$ cat src/rtl/mc_pkg.sv
// Shared encodings for the multi-cycle sequencing controller: opcodes, states,
// ALU operation codes and datapath mux select codes.
package mc_pkg;

   localparam logic [6:0] OP_JAL  = 7'b1101111;
   localparam logic [6:0] OP_BEQ  = 7'b1100011;
   localparam logic [6:0] OP_LW   = 7'b0000011;
   localparam logic [6:0] OP_SW   = 7'b0100011;
   localparam logic [6:0] OP_ADDI = 7'b0010011;
   localparam logic [6:0] OP_ADD  = 7'b0110011;

   typedef enum logic [3:0] {
      ST_IDLE     = 4'd0,
      ST_FETCH    = 4'd1,
      ST_DECODE   = 4'd2,
      ST_MEM_ADDR = 4'd3,
      ST_MEM_RD   = 4'd4,
      ST_MEM_WB   = 4'd5,
      ST_MEM_WR   = 4'd6,
      ST_EXEC_R   = 4'd7,
      ST_EXEC_I   = 4'd8,
      ST_ALU_WB   = 4'd9,
      ST_BRANCH   = 4'd10,
      ST_JUMP     = 4'd11,
      ST_HALT     = 4'd15
   } state_t;

   localparam logic [1:0] ALU_NONE     = 2'd0;
   localparam logic [1:0] ALU_CMP      = 2'd1;
   localparam logic [1:0] ALU_ZERO_OUT = 2'd2;
   localparam logic [1:0] ALU_PLUS     = 2'd3;

   localparam logic [1:0] SRC_A_PC     = 2'd0;
   localparam logic [1:0] SRC_A_REG    = 2'd1;
   localparam logic [1:0] SRC_A_OLD_PC = 2'd2;

   localparam logic [1:0] SRC_B_REG  = 2'd0;
   localparam logic [1:0] SRC_B_FOUR = 2'd1;
   localparam logic [1:0] SRC_B_IMM  = 2'd2;

   localparam logic PC_SRC_ALU    = 1'b0;
   localparam logic PC_SRC_ALUOUT = 1'b1;

endpackage

$ cat src/rtl/mc_control_if.sv
// Controller <-> datapath/memory bundle. The controller uses the master modport,
// the datapath side (or a testbench) uses the slave modport.
interface mc_control_if;
   logic [31:0] ir;
   logic        cond_true;
   logic        mem_ack;

   logic        mem_req;
   logic        mem_read;
   logic        mem_write;
   logic        i_or_d;
   logic        ir_write;
   logic        pc_write;
   logic        pc_write_cond;
   logic        pc_source;
   logic [1:0]  alu_src_a;
   logic [1:0]  alu_src_b;
   logic [1:0]  alu_op;
   logic        cmp_func;
   logic        reg_write;
   logic        memto_reg;
   logic        instr_done;
   logic        halted;
   logic [3:0]  state;

   modport master (
      input  ir, cond_true, mem_ack,
      output mem_req, mem_read, mem_write, i_or_d, ir_write, pc_write,
             pc_write_cond, pc_source, alu_src_a, alu_src_b, alu_op, cmp_func,
             reg_write, memto_reg, instr_done, halted, state
   );

   modport slave (
      output ir, cond_true, mem_ack,
      input  mem_req, mem_read, mem_write, i_or_d, ir_write, pc_write,
             pc_write_cond, pc_source, alu_src_a, alu_src_b, alu_op, cmp_func,
             reg_write, memto_reg, instr_done, halted, state
   );
endinterface

$ cat src/rtl/mc_decode.sv
// Combinational instruction classifier: picks the state that follows DECODE.
// Unsupported opcodes and branch funct3 values other than 000/111 halt the core.
module mc_decode
   import mc_pkg::*;
(
   input  logic [6:0] opcode,
   input  logic [2:0] funct3,
   output state_t     nxt_state
);

   always_comb begin
      nxt_state = ST_HALT;
      case (opcode)
         OP_LW, OP_SW: nxt_state = ST_MEM_ADDR;
         OP_ADD:       nxt_state = ST_EXEC_R;
         OP_ADDI:      nxt_state = ST_EXEC_I;
         OP_BEQ:       if (funct3 == 3'b000 || funct3 == 3'b111) nxt_state = ST_BRANCH;
         OP_JAL:       nxt_state = ST_JUMP;
         default:      nxt_state = ST_HALT;
      endcase
   end

endmodule

$ cat src/rtl/mc_control.sv
// Multi-cycle sequencing controller for the RV32 lab-subset CPU.
// Optional MC_STEP_EN: adds a step input and parks in IDLE after every instruction.
module mc_control
   import mc_pkg::*;
(
   input logic clk,
   input logic rst,
`ifdef MC_STEP_EN
   input logic step,
`endif
   mc_control_if.master bus
);

`ifdef MC_STEP_EN
   localparam state_t ST_AFTER = ST_IDLE;
`else
   localparam state_t ST_AFTER = ST_FETCH;
`endif

   state_t st, st_nxt, dec_nxt;

   // cond_true is consumed by the PC write gate in the datapath, not here
   logic unused_bits;
   assign unused_bits = &{1'b0, bus.cond_true, bus.ir[31:15], bus.ir[11:7]};

   mc_decode u_decode (
      .opcode    (bus.ir[6:0]),
      .funct3    (bus.ir[14:12]),
      .nxt_state (dec_nxt)
   );

   always_ff @(posedge clk or posedge rst) begin
      if (rst) st <= ST_IDLE;
      else     st <= st_nxt;
   end

   always_comb begin
      st_nxt = st;
      case (st)
`ifdef MC_STEP_EN
         ST_IDLE:     if (step) st_nxt = ST_FETCH;
`else
         ST_IDLE:     st_nxt = ST_FETCH;
`endif
         ST_FETCH:    if (bus.mem_ack) st_nxt = ST_DECODE;
         ST_DECODE:   st_nxt = dec_nxt;
         ST_MEM_ADDR: st_nxt = (bus.ir[6:0] == OP_SW) ? ST_MEM_WR : ST_MEM_RD;
         ST_MEM_RD:   if (bus.mem_ack) st_nxt = ST_MEM_WB;
         ST_MEM_WR:   if (bus.mem_ack) st_nxt = ST_AFTER;
         ST_EXEC_R,
         ST_EXEC_I:   st_nxt = ST_ALU_WB;
         ST_MEM_WB,
         ST_ALU_WB,
         ST_BRANCH,
         ST_JUMP:     st_nxt = ST_AFTER;
         ST_HALT:     st_nxt = ST_HALT;
         default:     st_nxt = ST_HALT;
      endcase
   end

   always_comb begin
      bus.mem_req       = 1'b0;
      bus.mem_read      = 1'b0;
      bus.mem_write     = 1'b0;
      bus.i_or_d        = 1'b0;
      bus.ir_write      = 1'b0;
      bus.pc_write      = 1'b0;
      bus.pc_write_cond = 1'b0;
      bus.pc_source     = PC_SRC_ALU;
      bus.alu_src_a     = SRC_A_PC;
      bus.alu_src_b     = SRC_B_REG;
      bus.alu_op        = ALU_NONE;
      bus.cmp_func      = 1'b0;
      bus.reg_write     = 1'b0;
      bus.memto_reg     = 1'b0;
      bus.instr_done    = 1'b0;
      bus.halted        = 1'b0;
      case (st)
         ST_FETCH: begin
            bus.mem_req   = 1'b1;
            bus.mem_read  = 1'b1;
            bus.alu_src_a = SRC_A_PC;
            bus.alu_src_b = SRC_B_FOUR;
            bus.alu_op    = ALU_PLUS;
            bus.ir_write  = bus.mem_ack;
            bus.pc_write  = bus.mem_ack;
         end
         // ALUOut captures old_pc + imm here as the branch/jump target
         ST_DECODE: begin
            bus.alu_src_a = SRC_A_OLD_PC;
            bus.alu_src_b = SRC_B_IMM;
            bus.alu_op    = ALU_PLUS;
         end
         ST_MEM_ADDR, ST_EXEC_I: begin
            bus.alu_src_a = SRC_A_REG;
            bus.alu_src_b = SRC_B_IMM;
            bus.alu_op    = ALU_PLUS;
         end
         ST_MEM_RD: begin
            bus.mem_req  = 1'b1;
            bus.mem_read = 1'b1;
            bus.i_or_d   = 1'b1;
         end
         ST_MEM_WB: begin
            bus.reg_write  = 1'b1;
            bus.memto_reg  = 1'b1;
            bus.instr_done = 1'b1;
         end
         ST_MEM_WR: begin
            bus.mem_req    = 1'b1;
            bus.mem_write  = 1'b1;
            bus.i_or_d     = 1'b1;
            bus.instr_done = bus.mem_ack;
         end
         ST_EXEC_R: begin
            bus.alu_src_a = SRC_A_REG;
            bus.alu_src_b = SRC_B_REG;
            bus.alu_op    = ALU_PLUS;
         end
         ST_ALU_WB: begin
            bus.reg_write  = 1'b1;
            bus.instr_done = 1'b1;
         end
         ST_BRANCH: begin
            bus.alu_src_a     = SRC_A_REG;
            bus.alu_src_b     = SRC_B_REG;
            bus.alu_op        = ALU_CMP;
            bus.cmp_func      = bus.ir[12];
            bus.pc_write_cond = 1'b1;
            bus.pc_source     = PC_SRC_ALUOUT;
            bus.instr_done    = 1'b1;
         end
         ST_JUMP: begin
            bus.pc_write   = 1'b1;
            bus.pc_source  = PC_SRC_ALUOUT;
            bus.alu_op     = ALU_ZERO_OUT;
            bus.instr_done = 1'b1;
         end
         ST_HALT: bus.halted = 1'b1;
         default: ;
      endcase
   end

   assign bus.state = st;

endmodule

$ cat src/flat_wrapper.sv
// flat-port wrapper written by rule: the top's interface ports become plain ports
module mc_control_flat import mc_pkg::*;
  (clk, rst, bus_ir, bus_cond_true, bus_mem_ack, bus_mem_req, bus_mem_read, bus_mem_write, bus_i_or_d, bus_ir_write, bus_pc_write, bus_pc_write_cond, bus_pc_source, bus_alu_src_a, bus_alu_src_b, bus_alu_op, bus_cmp_func, bus_reg_write, bus_memto_reg, bus_instr_done, bus_halted, bus_state);
  mc_control_if bus_i ();
  input logic clk;
  input logic rst;
  input wire logic [$bits(bus_i.ir)-1:0] bus_ir;
  input wire logic [$bits(bus_i.cond_true)-1:0] bus_cond_true;
  input wire logic [$bits(bus_i.mem_ack)-1:0] bus_mem_ack;
  output wire logic [$bits(bus_i.mem_req)-1:0] bus_mem_req;
  output wire logic [$bits(bus_i.mem_read)-1:0] bus_mem_read;
  output wire logic [$bits(bus_i.mem_write)-1:0] bus_mem_write;
  output wire logic [$bits(bus_i.i_or_d)-1:0] bus_i_or_d;
  output wire logic [$bits(bus_i.ir_write)-1:0] bus_ir_write;
  output wire logic [$bits(bus_i.pc_write)-1:0] bus_pc_write;
  output wire logic [$bits(bus_i.pc_write_cond)-1:0] bus_pc_write_cond;
  output wire logic [$bits(bus_i.pc_source)-1:0] bus_pc_source;
  output wire logic [$bits(bus_i.alu_src_a)-1:0] bus_alu_src_a;
  output wire logic [$bits(bus_i.alu_src_b)-1:0] bus_alu_src_b;
  output wire logic [$bits(bus_i.alu_op)-1:0] bus_alu_op;
  output wire logic [$bits(bus_i.cmp_func)-1:0] bus_cmp_func;
  output wire logic [$bits(bus_i.reg_write)-1:0] bus_reg_write;
  output wire logic [$bits(bus_i.memto_reg)-1:0] bus_memto_reg;
  output wire logic [$bits(bus_i.instr_done)-1:0] bus_instr_done;
  output wire logic [$bits(bus_i.halted)-1:0] bus_halted;
  output wire logic [$bits(bus_i.state)-1:0] bus_state;
  assign bus_i.ir = bus_ir;
  assign bus_i.cond_true = bus_cond_true;
  assign bus_i.mem_ack = bus_mem_ack;
  assign bus_mem_req = bus_i.mem_req;
  assign bus_mem_read = bus_i.mem_read;
  assign bus_mem_write = bus_i.mem_write;
  assign bus_i_or_d = bus_i.i_or_d;
  assign bus_ir_write = bus_i.ir_write;
  assign bus_pc_write = bus_i.pc_write;
  assign bus_pc_write_cond = bus_i.pc_write_cond;
  assign bus_pc_source = bus_i.pc_source;
  assign bus_alu_src_a = bus_i.alu_src_a;
  assign bus_alu_src_b = bus_i.alu_src_b;
  assign bus_alu_op = bus_i.alu_op;
  assign bus_cmp_func = bus_i.cmp_func;
  assign bus_reg_write = bus_i.reg_write;
  assign bus_memto_reg = bus_i.memto_reg;
  assign bus_instr_done = bus_i.instr_done;
  assign bus_halted = bus_i.halted;
  assign bus_state = bus_i.state;
  mc_control u_core (.clk(clk), .rst(rst), .bus(bus_i));
endmodule
$ cat config.mk
export PLATFORM = sky130hd
export DESIGN_NAME = mc_control_flat
export DESIGN_NICKNAME = d
export VERILOG_FILES = /design/src/rtl/mc_pkg.sv /design/src/rtl/mc_control_if.sv /design/src/rtl/mc_decode.sv /design/src/rtl/mc_control.sv /design/src/flat_wrapper.sv
export SDC_FILE = /design/constraint.sdc
export NUM_CORES = 1
export LEC_CHECK = 0
export BUFFER_PORTS_ARGS = -buffer_cell sky130_fd_sc_hd__buf_2
export CAP_MARGIN = 20
export CORE_ASPECT_RATIO = 1.25
export CORE_UTILIZATION = 30
export CTS_CLUSTER_DIAMETER = 50
export CTS_CLUSTER_SIZE = 12
export DETAILED_ROUTE_END_ITERATION = 8
export GPL_ROUTABILITY_DRIVEN = 0
export PLACE_DENSITY = 0.69
export SYNTH_ARGS = -nofsm -noshare
export SYNTH_HDL_FRONTEND = slang
export SYNTH_SLANG_ARGS = --single-unit
export TNS_END_PERCENT = 1
$ cat constraint.sdc
create_clock -name clk -period 1.3 [get_ports clk]
set_input_delay 0 -clock clk [delete_from_list [all_inputs] [get_ports clk]]
set_output_delay 0 -clock clk [all_outputs]
set_load 0.01 [all_outputs]
# Yosys cells after proc, flatten, opt, wreduce, memory -nomap -nowiden
# Index checks and enable logic that the tools add are counted.
[word_totals]
mem_bits_ro = 0
output_inout_bits = 23
latchBits = 0
regBits = 4
mem_count = 0
ram_bits = 0
[op_classes]
n_bitwise = 0
n_lt_le_gt_ge = 0
n_addsub = 0
mux = 23
multipliers = 0
n_eq_ne = 22
div_mod_pow = 0
reduce_logical = 16
n_shift = 0
[op_table]
columns = ["operator", "count"]
rows = [
  ["4-bit one-hot mux with 7 select lines", 1],
  ["4-bit equality test (second input constant)", 5],
  ["4-bit one-hot mux with 5 select lines", 1],
  ["4-bit by 3-bit equality test with 1-bit output (second input constant)", 4],
  ["7-bit by 6-bit equality test with 1-bit output (second input constant)", 2],
  ["7-bit equality test (second input constant)", 2],
  ["4-bit two-way mux", 3],
  ["2-bit OR reduction", 6],
  ["1-bit two-way mux", 11],
  ["5-bit OR reduction", 2],
  ["4-bit by 2-bit equality test with 1-bit output (second input constant)", 2],
  ["2-bit one-hot mux with 2 select lines", 2],
  ["4-bit OR reduction", 2],
  ["7-bit by 2-bit equality test with 1-bit output (second input constant)", 1],
  ["7-bit by 5-bit equality test with 1-bit output (second input constant)", 1],
  ["2-bit != test (second input constant)", 3],
  ["2-bit one-hot mux with 3 select lines", 1],
  ["3-bit OR reduction", 2],
  ["4-bit by 1-bit equality test with 1-bit output (second input constant)", 1],
  ["4-bit logical NOT", 1],
  ["1-bit one-hot mux with 2 select lines", 2],
  ["3-bit equality test (second input constant)", 1],
  ["3-bit logical NOT", 1],
  ["3-bit two-way mux", 1],
  ["other kinds (3)", 3],
]

# Longest topological paths before layout
[logic_depth]
depth_word = 5
ltp_mapped = 5
ltp_nobuf = 4

# Cells and area by module
# Synthesis repeated with hierarchy kept, for this count alone.
[hier_totals]
hier_cells = 93
hier_area_um2 = 608.1
[by_module_without_submodules]
columns = ["module", "cells_per_inst", "seq_area_each_um2", "n_inst", "area_per_inst_um2"]
rows = [
  ["mc_control", 75, 100.1, 1, 495.5],
  ["mc_decode", 18, 0.0, 1, 112.6],
]

# Least setup slack after synthesis
# No wires, ideal clock.
[synth_timing]
kind = "register to output"
from = "register u_core.st[3], in the netlist u_core.bus.state[3]"
to = "output port bus_instr_done"
arrival_time_ps = 1297
required_time_ps = 1300
path_slack_ps = 3
stages_incl_launch_ff = 6
cell_sequence = "dfrtp_1 buf_2 buf_2 nor2_1 a21oi_1 o22ai_1"
[synth_via]
elab_chain_cells = 3
[synth_rtl]
columns = ["item", "line_no", "text"]
rows = [
  ["start: declaration", "mc_control.sv:20", "state_t st, st_nxt, dec_nxt;"],
  ["start signal: assignment", "mc_control.sv:34", "else st <= st_nxt;"],
  ["4-bit by 3-bit equality test with 1-bit output / 4-bit equality test (equally long branches)", "mc_control.sv:78", "case (st)"],
  ["4-bit OR reduction (no source line)", "-", ""],
  ["1-bit one-hot mux with 2 select lines (*)", "mc_control.sv:78", ""],
  ["end: declaration", "flat_wrapper.sv:24", "output wire logic [$bits(bus_i.instr_done)-1:0] bus_instr_done;"],
]
# Every way passes the cells marked *; elsewhere a longest branch is shown, timed or not.

# Final worst setup path
[layout_timing]
from = "register u_core.st[0], in the netlist u_core.bus.state[0]"
to = "output port bus_alu_op[1]"
[layout_via]
elab_chain_cells = 3
[layout_rtl]
columns = ["item", "line_no", "text"]
rows = [
  ["4-bit by 2-bit equality test with 1-bit output (tied with other cells)", "mc_control.sv:78", ""],
  ["5-bit OR reduction (no source line)", "-", ""],
  ["2-bit one-hot mux with 3 select lines (*)", "mc_control.sv:78", ""],
  ["end: declaration", "flat_wrapper.sv:20", "output wire logic [$bits(bus_i.alu_op)-1:0] bus_alu_op;"],
]
# Marked as above.

==> results.ini <==
[floorplan]
start_util_pct=32.6
num_rows=18
core_sq_um=2030
die_h_um=54.5
die_w_um=44.0
io_pins=59
die-area_sq_um=2390

[finish]
largest_reg_flops=4
drive_gt1_share_pct=61.1
fillers=182
multi_input_area_sq_um=581
area_delta_synth_final_pct=78.8
fin_cells=177
fin_area_sq_um=1180
diodes=0
final_core_util_pct=58.3
fin_nets=195
seq_area_sq_um=105

[logic_synthesis]
synth_common_cells=nor2_1, nand2_1, nor3_1
yosysWarnings=0
ys_ff_latch=4
synth_area_sq_um=661
synthTopCellsByArea=dfrtp_1, nor2_1, nor3_1
synthCells=94
synth_top_cell_by_area=dfrtp_1
synth_flop_cell=dfrtp_1
ys_types=38
yosysSeqAreaShare_pct=15.2
synth.net_count=130
async_flop_share_pct=100
synth-edff-count=0
netlist.area_leader.share_pct=15.2
synth_area_per_cell_sq_um=7.03
yosysMostFrequentCell=nor2_1

[route]
wl_per_cell_um=13.1
drc_errors=0
first_pass_iters=6
drt_iter0_markers=21
post_drt_via_cell_ratio=5.35
vias=947
final_antenna_net_count=0
wl_mm=2.31

[setup_path]
worstPathRequired_ns=1.30
cp_max_fo=8
path_class=flop to output port
worstSetupStartpointType=flop
crit_arrival_ns=1.41
end_kind=output port

[status]
violations=negative setup slack
status=complete, but fails checks

[placement]
placed_area_sq_um=976
dp.cells=163
portBuffers=35
hpwl_mm=1.57

[worst_hold_path]
min_path_type=primary input to flop

[grt]
antenna_found_initial=0
overflow=0
grt_pass1_wl_mm=3.47
track_usage_pct=19.3
grt_pass1_vias=841
grt_max_degree=11

[cts]
cts-root-buf=clkbuf_4
clockBufferDepth=2
clk_pin_slew_worst_paths_ns=0.04
numCtsBuffers=3
cts_tree=yes
clock_latency_ns=0.23
htree_levels=1
clock_sinks=4

[sta]
relSlewSlack_pct=78.9
hold_viol=0
drv_slew=0
fin_crit_sh_pct=109
fmax_ghz=0.709
tightest_slew_ns=0.316
fin_crit_ns=1.41
grt_setup_unrepaired=true
fin_ws_ns=-0.111
setup-violations-final=14
clock_skew_ns=0.000810

[power_and_ir_drop]
p_leak_nw=0.610
powerDensity_nw_per_um2=2250
vdd_drop_max_uv=927

[job]
maxCapViolCount=0

[through the flow]
stage / TNS [ns] / hold WS (ns) / total power, mW / worst slack, ns
after floorplan: 0 / -0.234 / 1.27 / 0.00334
after global placement: -0.0000855 / -0.114 / 2.01 / -0.0000855
after detailed placement: -0.0317 / -0.117 / 2.04 / -0.0317
after CTS: -0.340 / 0.120 / 2.37 / -0.0873
after global routing: -1.76 / 0.150 / 2.88 / -0.156
final: -0.689 / 0.138 / 2.66 / -0.111
[path summary, 6_finish.rpt]
check / start / endpoint / slack [ns] / depth (start not counted)
setup / recovery: u_core.bus.state[0]$_DFFE_PP0P_ / bus_alu_op[1] / -0.11 / 6
hold / removal: bus_mem_ack / u_core.bus.state[1]$_DFFE_PP0P_ / 0.14 / 3
setup reg to reg: u_core.bus.state[3]$_DFFE_PP0P_ / u_core.bus.state[3]$_DFFE_PP0P_ / -0.03 / 4
hold reg to reg: u_core.bus.state[2]$_DFFE_PP0P_ / u_core.bus.state[2]$_DFFE_PP0P_ / 0.67 / 2
max in group asynchronous: rst / u_core.bus.state[3]$_DFFE_PP0P_ / 0.95 / 3
min in group asynchronous: rst / u_core.bus.state[2]$_DFFE_PP0P_ / 0.19 / 3
[kinds of logic (layout without fill, tap and decap cells)]
family | after synthesis | in the layout | synth area share [%]
flops | 4 | 4 | 15.2
compound gates | 23 | 23 | 27.1
simple gates | 54 | 54 | 47.7
xor+xnor | 1 | 1 | 1.33
buf+inv | 12 | 75 | 8.71
[cell usage in the layout (no fill, tap or decap), drive strengths merged, types with 2 or more instances in the layout]
master  Yosys  layout
nor2b       3       3
clkbuf      0       3
and3        5       5
a211oi      2       2
nand2b      6       6
inv         6       6
a21oi       6       6
nor3        7       7
nor4        2       2
nand2       8       8
o22ai       2       2
o21ai       3       3
nor2       15      15
buf         6      65
dfrtp       4       4
[cell type report]
cell class	count	share of cell area, %
well taps	20	2.12
repair buffers	66	36.0
clock buffers	3	1.91
flip-flops and latches	4	8.90
multi-input cells	78	49.2
inverters	6	1.91
[critical path: stages, from the launching register on]
cell and delay (ns):
dfrtp_2 0.48, buf_6 0.14, nand2b_4 0.12, nand2_2 0.04, and3_4 0.14, o21ai_2 0.12
buf_2 0.13
[power by group]
part	switching [mW]	internal (mW)
logic	1.02	1.16
registers	0.138	0.192
clock network	0.0481	0.103
[timing repair]
item	CTS	global route
buffers inserted	5	5
gates resized for setup	11	17
setup endpoints to repair	16	18
pin swaps	0	5
hold buffers	1	0
hold endpoints to repair	4	0
[per-layer routing]
layer	vias up	wire, um	global-route usage (%)	share of wire, %
met2	27	1310	37.3	57
li1	469	-	-	-
met1	447	901	21.5	39
met3	4	72	2.31	3.1
met5	-	0	0	0
met4	0	24	6.57	1.0
Note: power is estimated with default switching activity, not from simulation.
